[config.mk]
export PLATFORM = sky130hd
export DESIGN_NAME = memoria_iniciador
export DESIGN_NICKNAME = d
export VERILOG_FILES = /design/src/rtl/memoria_iniciador.sv
export SDC_FILE = /design/constraint.sdc
export NUM_CORES = 1
export LEC_CHECK = 0
export ABC_AREA = 1
export BUFFER_PORTS_ARGS = -buffer_cell sky130_fd_sc_hd__buf_2
export CORE_ASPECT_RATIO = 0.6
export CORE_MARGIN = 2
export CORE_UTILIZATION = 48
export CTS_BUF_LIST = sky130_fd_sc_hd__clkbuf_16
export CTS_CLUSTER_SIZE = 40
export DETAILED_ROUTE_END_ITERATION = 10
export PLACE_DENSITY = 0.75
export SYNTH_ARGS = -nofsm -noshare
export SYNTH_HDL_FRONTEND = slang
export SYNTH_SLANG_ARGS = --single-unit
[constraint.sdc]
create_clock -name clk -period 1.6 [get_ports clk]
set_clock_uncertainty 0.05 [all_clocks]
set_input_delay 0.24 -clock clk [delete_from_list [all_inputs] [get_ports clk]]
set_output_delay 0.24 -clock clk [all_outputs]
set_load 0.02 [all_outputs]
[src/rtl/memoria_iniciador.sv]
// Command-driven initiator for the two-bank, two-port register memory.
// Sequences write, read, fill and bank-to-bank copy and returns one response per command.
module memoria_iniciador #(
    parameter int AW    = 4,
    parameter int DW    = 8,
    parameter int DEPTH = 15
) (
    input  logic          clk,
    input  logic          reset,
    input  logic          cmd_valid,
    output logic          cmd_ready,
    input  logic [1:0]    cmd_op,
    input  logic          cmd_port,
    input  logic [AW-1:0] cmd_addr,
    input  logic [DW-1:0] cmd_data,
    output logic          rsp_valid,
    output logic [DW-1:0] rsp_data,
    output logic          rsp_err,
    output logic [AW-1:0] ADD1,
    output logic [AW-1:0] ADD2,
    output logic [DW-1:0] DAT1,
    output logic [DW-1:0] DAT2,
    output logic          w1,
    output logic          w2,
    output logic          r1,
    output logic          r2,
    input  logic [DW-1:0] Dato1,
    input  logic [DW-1:0] Dato2
);

    typedef enum logic [2:0] {IDLE, WR, RD, RD_WAIT, FILL, COPY, RSP} state_t;

    localparam logic [AW-1:0] LAST    = AW'(DEPTH - 1);
    localparam logic [AW:0]   DEPTH_W = (AW + 1)'(DEPTH);

    state_t               state_reg;
    logic                 port_reg;
    logic [DW-1:0]        data_reg;
    logic [AW-1:0]        k_reg;
    logic [1:0]           w_reg;
    logic [1:0]           r_reg;
    logic [1:0]           byp_reg;
    logic [1:0][AW-1:0]   add_reg;
    logic [1:0][DW-1:0]   dat_reg;
    logic                 rsp_valid_reg;
    logic                 rsp_err_reg;
    logic [DW-1:0]        rsp_data_reg;

    logic [1:0][DW-1:0]   dato;
    logic [1:0][DW-1:0]   dat_out;
    logic                 addr_ok;

    assign addr_ok   = ({1'b0, cmd_addr} < DEPTH_W);
    assign cmd_ready = (state_reg == IDLE);
    assign dato[0]   = Dato1;
    assign dato[1]   = Dato2;

    // During copy the source read data only arrives in the same cycle as the
    // destination write, so the write data is forwarded straight from Dato.
    genvar gi;
    generate
        for (gi = 0; gi < 2; gi++) begin : g_port
            assign dat_out[gi] = byp_reg[gi] ? dato[1 - gi] : dat_reg[gi];
        end
    endgenerate

    assign ADD1      = add_reg[0];
    assign ADD2      = add_reg[1];
    assign DAT1      = dat_out[0];
    assign DAT2      = dat_out[1];
    assign w1        = w_reg[0];
    assign w2        = w_reg[1];
    assign r1        = r_reg[0];
    assign r2        = r_reg[1];
    assign rsp_valid = rsp_valid_reg;
    assign rsp_err   = rsp_err_reg;
    assign rsp_data  = rsp_data_reg;

    always_ff @(posedge clk or negedge reset) begin
        if (!reset) begin
            state_reg     <= IDLE;
            port_reg      <= 1'b0;
            data_reg      <= '0;
            k_reg         <= '0;
            w_reg         <= '0;
            r_reg         <= '0;
            byp_reg       <= '0;
            add_reg       <= '0;
            dat_reg       <= '0;
            rsp_valid_reg <= 1'b0;
            rsp_err_reg   <= 1'b0;
            rsp_data_reg  <= '0;
        end else begin
            // Strobes, addresses and data fall back to zero unless a state drives them.
            w_reg         <= '0;
            r_reg         <= '0;
            byp_reg       <= '0;
            add_reg       <= '0;
            dat_reg       <= '0;
            rsp_valid_reg <= 1'b0;

            case (state_reg)
                IDLE: begin
                    if (cmd_valid) begin
                        port_reg <= cmd_port;
                        data_reg <= cmd_data;
                        k_reg    <= '0;
                        case (cmd_op)
                            2'b00: begin
                                if (addr_ok) begin
                                    w_reg[cmd_port]   <= 1'b1;
                                    add_reg[cmd_port] <= cmd_addr;
                                    dat_reg[cmd_port] <= cmd_data;
                                    state_reg         <= WR;
                                end else begin
                                    rsp_err_reg   <= 1'b1;
                                    rsp_valid_reg <= 1'b1;
                                    state_reg     <= RSP;
                                end
                            end
                            2'b01: begin
                                if (addr_ok) begin
                                    r_reg[cmd_port]   <= 1'b1;
                                    add_reg[cmd_port] <= cmd_addr;
                                    state_reg         <= RD;
                                end else begin
                                    rsp_err_reg   <= 1'b1;
                                    rsp_valid_reg <= 1'b1;
                                    state_reg     <= RSP;
                                end
                            end
                            2'b10: begin
                                w_reg[cmd_port]   <= 1'b1;
                                dat_reg[cmd_port] <= cmd_data;
                                state_reg         <= FILL;
                            end
                            default: begin
                                r_reg[cmd_port] <= 1'b1;
                                state_reg       <= COPY;
                            end
                        endcase
                    end
                end
                WR: begin
                    rsp_valid_reg <= 1'b1;
                    state_reg     <= RSP;
                end
                RD: begin
                    state_reg <= RD_WAIT;
                end
                RD_WAIT: begin
                    rsp_data_reg  <= dato[port_reg];
                    rsp_valid_reg <= 1'b1;
                    state_reg     <= RSP;
                end
                FILL: begin
                    if (k_reg == LAST) begin
                        rsp_valid_reg <= 1'b1;
                        state_reg     <= RSP;
                    end else begin
                        k_reg             <= k_reg + AW'(1);
                        w_reg[port_reg]   <= 1'b1;
                        add_reg[port_reg] <= k_reg + AW'(1);
                        dat_reg[port_reg] <= data_reg;
                    end
                end
                COPY: begin
                    // A high source read marks the read phase; its absence is the trailing write.
                    if (r_reg[port_reg]) begin
                        w_reg[~port_reg]   <= 1'b1;
                        byp_reg[~port_reg] <= 1'b1;
                        add_reg[~port_reg] <= k_reg;
                        if (k_reg != LAST) begin
                            r_reg[port_reg]   <= 1'b1;
                            add_reg[port_reg] <= k_reg + AW'(1);
                            k_reg             <= k_reg + AW'(1);
                        end
                    end else begin
                        rsp_valid_reg <= 1'b1;
                        state_reg     <= RSP;
                    end
                end
                RSP: begin
                    rsp_err_reg  <= 1'b0;
                    rsp_data_reg <= '0;
                    state_reg    <= IDLE;
                end
                default: begin
                    state_reg <= IDLE;
                end
            endcase
        end
    end

endmodule

== Word-level counts from Yosys, hierarchy flattened ==
Cells that the tools add are included.

* Output and inout port bits: 39
* Word-level logic and storage cells: 131
* Register bits: 56
* Input bits: 34

* Eq/ne operators: 18
* Order comparisons: 7
* Bitwise gates (word level): 6
* Add/subtract/negate cells: 1
* Multiplexer cells: 70
* Reductions and logical operators: 15

{| class="wikitable"
|+ Operators with widths
! kind !! number
|-
| 2-to-1 mux 8 bit || 12
|-
| case mux 16 bit (2 select lines) || 2
|-
| 2-to-1 mux 16 bit || 3
|-
| AND 16 bit || 2
|-
| 2-to-1 mux 4 bit || 7
|-
| AND 8 bit || 3
|-
| case mux 8 bit (3 select lines) || 1
|-
| demux 8 bit (select 1 bit) || 2
|-
| 2-to-1 mux 2 bit || 8
|-
| inequality test 2 bit (second input constant) || 8
|-
| case mux 8 bit (2 select lines) || 1
|-
| 2-to-1 mux 3 bit || 5
|-
| case mux 3 bit (5 select lines) || 1
|-
| 2-to-1 mux 1 bit || 13
|-
| demux 4 bit (select 1 bit) || 3
|-
| case mux 2 bit (2 select lines) || 3
|-
| case mux 4 bit (3 select lines) || 1
|-
| == test 3 bit (second input constant) || 3
|-
| case mux 3 bit (3 select lines) || 1
|-
| bitwise mux 8 bit || 1
|-
| == test 3 x 2 -> 1 bit (second input constant) || 2
|-
| less-than comparator 1 x 2 -> 1 bit (second input constant) || 3
|-
| case mux 2 bit (3 select lines) || 1
|-
| OR reduction 2 bit || 3
|-
| other kinds (21) || 28
|}

== Depth between registers and ports, before layout ==
Gate-level depths: netlist of run 1.

* Depth in word-level cells: 10
* Gate-level depth with buffers: 10
* Mapped depth without buffers: 10

== Worst setup path after synthesis of run 1 ==
OpenSTA, ideal clock, no wires.

* Kind: register -> register
* Start point: register port_reg
* End point: register add_reg, in the netlist ADD2[0]
* Setup slack: 74 ps
* Data required time: 1429 ps
* Buffers on the path: 1
* Cell stages (with the launch flop): 8
* Library setup time: 121 ps
* Clock period less this slack: 1526 ps
* Data arrival time: 1355 ps
* Cell sequence: dfrtp_1 inv_1 clkbuf_1 ha_1 nand2_1 a21oi_1 a21oi_1 nand2_1

* Word-level cells in the longest chain between the ends: 10
* Elaborated cells on any way between the ends: 20
* Those cells by class: 4 x order compare; 11 x mux; 3 x bitwise; 2 x reduce/logical

{| class="wikitable"
|+ Ends and longest elaborated chain
! element !! line !! source
|-
| start: declaration || 37 || <nowiki>logic port_reg;</nowiki>
|-
| start signal: assignment || 105 || <nowiki>port_reg <= cmd_port;</nowiki>
|-
| NOT 1 bit || 172 || <nowiki>add_reg[~port_reg] <= k_reg;</nowiki>
|-
| less-than comparator 1 x 2 -> 1 bit (not written as such) or greater-or-equal comparator 1 bit (tied branches) || 172 ||
|-
| logical AND 1 bit (not written as such) || 172 ||
|-
| 2-to-1 mux 4 bit (not written as such) || 172 ||
|-
| demux 4 bit (select 1 bit) || 172 ||
|-
| AND 8 bit (no source line) || n/a ||
|-
| bitwise mux 8 bit || 175 || <nowiki>add_reg[port_reg] <= k_reg + AW'(1);</nowiki>
|-
| 2-to-1 mux 8 bit || 173 || <nowiki>if (k_reg != LAST) begin</nowiki>
|-
| 2-to-1 mux 8 bit || 169 || <nowiki>if (r_reg[port_reg]) begin</nowiki>
|-
| case mux 8 bit (3 select lines) (*) || 102 || <nowiki>case (state_reg)</nowiki>
|-
| end signal: indexed assignment || 112 || <nowiki>add_reg[cmd_port] <= cmd_addr;</nowiki>
|-
| end signal: indexed assignment || 172 ||
|-
| end signal: indexed assignment || 175 ||
|-
| end: declaration || 43 || <nowiki>logic [1:0][AW-1:0] add_reg;</nowiki>
|}

Mark *: on every way between the ends. The rest lies on a longest branch, timed or not. The select of a mux whose other input is x is not followed.
A chain may end at the register's enable or synchronous reset.

== Worst setup path in the final report of run 1 ==
* Start point: register byp_reg[1]
* End point: output DAT2[3]

* Word-level cells in the longest chain between the ends: 1

{| class="wikitable"
|+ Ends and longest elaborated chain
! element !! line !! source
|-
| start: declaration || 42 || <nowiki>logic [1:0] byp_reg;</nowiki>
|-
| start signal: assignment || 87 || <nowiki>byp_reg <= '0;</nowiki>
|-
| start signal: assignment || 97 || <nowiki>byp_reg <= '0;</nowiki>
|-
| start signal: indexed assignment || 171 || <nowiki>byp_reg[~port_reg] <= 1'b1;</nowiki>
|-
| 2-to-1 mux 8 bit || 63 || <nowiki>assign dat_out[gi] = byp_reg[gi] ? dato[1 - gi] : dat_reg[gi];</nowiki>
|-
| end: declaration || 22 || <nowiki>output logic [DW-1:0] DAT2,</nowiki>
|}

Every way passes these cells.

==> results.cfg, run 1 <==
[run_status]
outcome = complete, no violations

[floorplanning]
design.portCount = 73
coreArea_um2 = 5730
starting_density = 0.511
die_footprint_um2 = 6760
die_width_um = 105
placement_rows = 21
die_height_um = 64.5

[worst_setup_path]
startpoint_kind_of_the_worst_setup_timing_path = register
reg2regPathDepth = 10
crit_fanout = 8
critical_path_end = DAT2[3]
regToRegStartpoint = k_reg[0]
required_ns = 1.31
critical_path_class = reg2out
worst_setup_path_startpoint = byp_reg[1]
r2r-end = ADD1[3]
crit_arrival_ns = 1.29
critPathCaptureType = primary output
reg2reg_setup_slack_ns = 0.09

[final_layout]
finish.cell_count_without_fillers = 514
n_fill_cell = 497
layout-drive-gt1-share = 0.329
area_delta_synth_final_pct = 27.0
finalInstanceArea_um2 = 3720
design.final.nets = 478
antenna-diode-count = 0
final_common_cell = nand2_1
multi_input_comb_area_um2 = 1380
most-common-layout-cells = 79 x nand2_1, 72 x buf_2, 54 x dfrtp_1, 38 x nand3_1, 31 x inv_1
final_design_utilization = 0.649
largest_register_ff_count = 16
ff_latch_area_um2 = 1400

[grt]
grt_max_degree = 57
global_route_usage_over_all_layers = 0.257
globalRoute.busiestLayer = met1
grt.overflow.total = 0
grt_antenna_before_repair = 0
global_route.usage.met3 = 0.0614
number_of_global_route_vias_before_repair = 2581
met1_layer_usage_reported_by_global_route = 0.391
grt_pass1_wl_mm = 13.4
use_met2 = 0.380

[timing]
slew_violations = 0
timing_worst_slew_pin_value_ns = 0.336
finalCritPeriodShare = 0.988
setup_viol_count_final = 0
period_minus_slack_ns = 1.58
report.final.hold_viol_count = 0
timing.setup.tns_ns = 0
fmax_mhz = 633
fin_ws_ns = 0.0193
worst_slew_margin_rel = 0.775
rsz0062_at_grt = true

[clocking]
h_tree_lvl_count = 2
cts_inserted_buffers = 5
clock_sinks = 56
cts.reportedPaths.clkPinSlew_ns = 0.07
clockBufferDepth = 2
clockRootBuffer = clkbuf_16
clock_tree_from_tritoncts = yes
clkLatencyLatePin_ns = 0.29

[run]
cap_violations = 0

[yosys]
ys_seq_area_frac = 0.479
synth_cell_types = 27
postSynthRegisterBits = 56
synth_warnings = 0
synth_top_area_cell = dfrtp_1
synth_enable_flop_cells = 0
area_share_of_the_largest_cell_type_after_synthesis = 0.479
syn_std_cell_area_um2 = 2930
synthesis.instances = 345
synth-async-reset-ratio = 1.00
synth.avg_cell_area_um2 = 8.49
synth.area.top_cells = dfrtp_1 48%, nand2_1 11%, nand3_1 6.5%
ys.flop_type = dfrtp_1
postSynthNetCount = 390

[placed_design]
cell_area_reported_after_detailed_placement_um2 = 3470
gp_congestion = 0.939
detailedPlacementHpwl_mm = 6.23
post-place-cells = 504
io_buffer_count = 72
dpl_worst_slack_ns = 0.00499

[route]
dr_total_vias = 2750
finalWirelength_mm = 8.08
drc = 0
detail-route-antenna-nets = 0
post_drt_via_cell_ratio = 5.35
drt_pass1_iterations = 5
wl_per_cell_um = 15.7
drt_iter0_markers = 266

[power]
power_density_nw_per_um2 = 1620
max-vdd-ir-drop_mv = 0.820
p_leak_nw = 2.04

[worst_hold_path]
worstHoldPathType = in2reg
metal layers:
layer  share of wire  wire length (µm)
met3            0.10               836
met1            0.47              3820
met5               0                 0
met4          0.0083                67
met2            0.42              3360
final cells by class:
type                       instances  area share
clock buffer                       5      0.0337
clock inverter                     3      0.0128
inverter                          38      0.0384
multi-input combinational        241       0.371
sequential                        56       0.378
tap                               80      0.0269
timing repair buffer              91       0.139
per-stage QoR:
step                power [mW]  hold slack, ns
finish                    6.01           0.161
global route              6.43           0.181
CTS                       5.92           0.155
detailed placement        4.64           0.209
global placement          4.58           0.206
floorplan                 3.69          -0.106
power breakdown:
group / internal [mW] / switching, mW
Sequential: 1.84 / 0.206
Clock: 0.744 / 0.492
Combinational: 0.947 / 1.78
critical path: stages (launching register included):
cell and delay [ns]:
dfrtp_2 0.48, mux2_2 0.36, buf_2 0.16
how the worst min path moves through the flow:
| stage | from | end | slack (ns) | depth (start not counted) |
|---|---|---|---|---|
| floorplan | reset | ADD1[0] | -0.11 | 0 |
| global route | cmd_addr[3] | ADD1[3] | 0.18 | 3 |
| finish | cmd_addr[0] | ADD2[0] | 0.16 | 3 |
| CTS | cmd_addr[0] | ADD2[0] | 0.15 | 3 |
| detailed placement | reset | data_reg[6] | 0.21 | 2 |
| global placement | reset | data_reg[0] | 0.21 | 2 |
kinds of logic (layout without fill, tap and decap cells):
family	count (synthesis)	count (layout)	synth area share
multiplexers	16	16	0.0615
flip-flops	56	56	0.479
buffers and inverters	48	137	0.0697
AO/OA/AOI/OAI	50	50	0.0991
AND/OR/NAND/NOR	163	163	0.241
XOR/XNOR	1	1	0.00299
adder cells (fa/ha/maj)	11	11	0.0470
repair_timing:
item	4_1_cts	5_1_grt
endpoints found under the setup margin	24	36
hold buffers	1	0
setup buffers	0	1
hold endpoints to repair	56	0
resized for setup	4	19
pin swaps	0	1
synth_stat cells (all sizes together) (4+ instances only):
cell / n
a21oi: 6
buf: 6
clkbuf: 4
dfrtp: 56
ha: 11
inv: 38
mux2: 16
nand2: 85
nand3: 40
nor2: 35
o21ai: 25
o22ai: 9
o31ai: 8
Power figures use the tool's default switching activity.
==> run 2: changes to the inputs <==
==> constraint.sdc (replaced) <==
create_clock -name clk -period 1.3 [get_ports clk]
set_clock_uncertainty 0.05 [all_clocks]
set_input_delay 0.195 -clock clk [delete_from_list [all_inputs] [get_ports clk]]
set_output_delay 0.195 -clock clk [all_outputs]
set_load 0.02 [all_outputs]
==> run 2 against run 1 <==
Net effect:
- via count rose by 31%
- clock-buffer cell count did not move
- largest power group unchanged
- largest cell class is now multi-input combinational cells
- first-iteration DRC count rose by 88%
- clock power rose by 12%
- combinational power rose by 140%
- highest routed layer unchanged
- power rose by 76%
- global-route usage rose by 12 points
- the run now ends with setup timing left
- sequential cell count did not move
- final cell count rose by 10%
==> results.cfg, run 2 (synthesis gave the netlist of run 1 again) <==
[run_status]
outcome = finished with violations
violations = setup timing

[placed_design]
detailedPlacementHpwl_mm = 6.75
io_buffer_count = 72
cell_area_reported_after_detailed_placement_um2 = 3730
post-place-cells = 530
gp_congestion = 0.988

[clocking]
cts_inserted_buffers = 5
h_tree_lvl_count = 2
clkLatencyLatePin_ns = 0.30
cts.reportedPaths.clkPinSlew_ns = 0.08
clockBufferDepth = 2
clockRootBuffer = clkbuf_16
clock_tree_from_tritoncts = yes
clock_sinks = 56

[floorplanning]
design.portCount = 73
coreArea_um2 = 5730
die_footprint_um2 = 6760
starting_density = 0.511
die_width_um = 105
placement_rows = 21
die_height_um = 64.5

[power]
max-vdd-ir-drop_mv = 1.81
p_leak_nw = 2.56
power_density_nw_per_um2 = 2070

[timing]
fin_ws_ns = -0.387
report.final.hold_viol_count = 0
fmax_mhz = 593
slew_violations = 0
finalCritPeriodShare = 1.30
period_minus_slack_ns = 1.69
timing.setup.tns_ns = -15.55
rsz0062_at_grt = true
finalHoldWorstSlack_ns = 0.109
setup_viol_count_final = 71
worst_slew_margin_rel = 0.669
timing_worst_slew_pin_value_ns = 0.495

[worst_setup_path]
cp_cell_sequence = nor2_2 -> nand2_2 -> nor2_4 -> buf_4 -> nand2_4 -> nor2_4 -> nand2_1 -> nand3_2
timing.critical_path.mode_cell = nor2_4
crit_slowest_cell = dfrtp_1
critPathCaptureType = register
regToRegStartpoint = state_reg[1]
reg2reg_setup_slack_ns = -0.39
worst_setup_path_startpoint = state_reg[1]
crit_fanout = 5
r2r-end = ADD1[2]
critical_path_class = reg2reg
reg2regPathDepth = 8
required_ns = 1.49
timing.critical_path.slowest_cell_delay_ns = 0.43
startpoint_kind_of_the_worst_setup_timing_path = register
critical_path_end = ADD1[2]
crit_arrival_ns = 1.87

[grt]
grt_max_degree = 38
grt.overflow.total = 0
grt_pass1_wl_mm = 18.9
grt_antenna_before_repair = 1
global_route_usage_over_all_layers = 0.375
number_of_global_route_vias_before_repair = 3371

[final_layout]
multi_input_comb_area_um2 = 2130
finalInstanceArea_um2 = 5110
design.final.nets = 531
layout-drive-gt1-share = 0.609
largest_register_ff_count = 16
ff_latch_area_um2 = 1400
finish.cell_count_without_fillers = 567
most-common-layout-cells = 55 x nand2_1, 55 x buf_2, 54 x dfrtp_1, 43 x buf_4, 35 x buf_6
area_delta_synth_final_pct = 74.7
n_fill_cell = 223

[route]
wl_per_cell_um = 25.2
drc = 0
finalWirelength_mm = 14.3
drt_iter0_markers = 499
detail-route-antenna-nets = 0
post_drt_via_cell_ratio = 6.37
drt_pass1_iterations = 5
dr_total_vias = 3614

[worst_hold_path]
worstHoldPathType = in2reg

[run]
cap_violations = 0
==> run 2: area by class of cell <==
class / instances / share of cell area
Antenna cell: 1 / 0.000489
Clock buffer: 5 / 0.0245
Clock inverter: 2 / 0.00245
Inverter: 38 / 0.0347
Multi-Input combinational cell: 242 / 0.416
Sequential cell: 56 / 0.274
Tap cell: 80 / 0.0196
Timing Repair Buffer: 142 / 0.226
Timing Repair inverter: 1 / 0.00147
==> run 2: repair_timing <==
action	4_1_cts	5_1_grt
hold buffers	1	0
gates cloned	4	1
buffers inserted	18	11
pin swaps	41	16
gates resized for setup	190	81
endpoints found under the hold margin	11	0
endpoints found under the setup margin	70	71
==> run 2: critical path: cells and delay by family (launching register included) <==
kind,cells,cell delay (ns)
flip-flops,1,0.43
AND/OR/NAND/NOR,7,0.97
buffers and inverters,1,0.16
==> run 2: where the power goes <==
group	internal (mW)	leakage [nW]	switching [mW]	total (mW)
Sequential	2.27	0.748	0.389	2.66
Clock	0.704	0.0657	0.684	1.39
Combinational	2.72	1.75	3.79	6.52
Total	5.70	2.56	4.86	10.6
==> run 2: worst min-delay path by stage <==
stage / endpoint / startpoint / depth (start not counted) / slack, ns
finish: dat_reg[15] / cmd_data[7] / 3 / 0.11
global route: dat_reg[15] / cmd_data[7] / 3 / 0.13
CTS: data_reg[4] / cmd_data[4] / 3 / 0.12
detailed placement: state_reg[2] / reset / 1 / 0.05
global placement: state_reg[2] / reset / 1 / 0.05
floorplan: ADD1[0] / reset / 0 / -0.15
==> run 2: through the flow <==
stage	utilization	setup slack, ns	power, mW
after floorplan	-	-0.0268	4.65
after global placement	0.652	-0.112	5.97
after detailed placement	0.652	-0.151	6.06
after CTS	0.823	-0.227	8.95
after global routing	0.893	-0.440	10.9
final	0.893	-0.387	10.6
==> run 2: routing by layer <==
| metal | wire length [µm] | GRT usage | vias up |
|---|---|---|---|
| met1 | 5170 | 0.475 | 1725 |
| met5 | 0 | 0 | - |
| met2 | 6240 | 0.585 | 360 |
| met3 | 1880 | 0.104 | 109 |
| met4 | 1010 | 0.220 | 0 |
| li1 | - | - | 1420 |
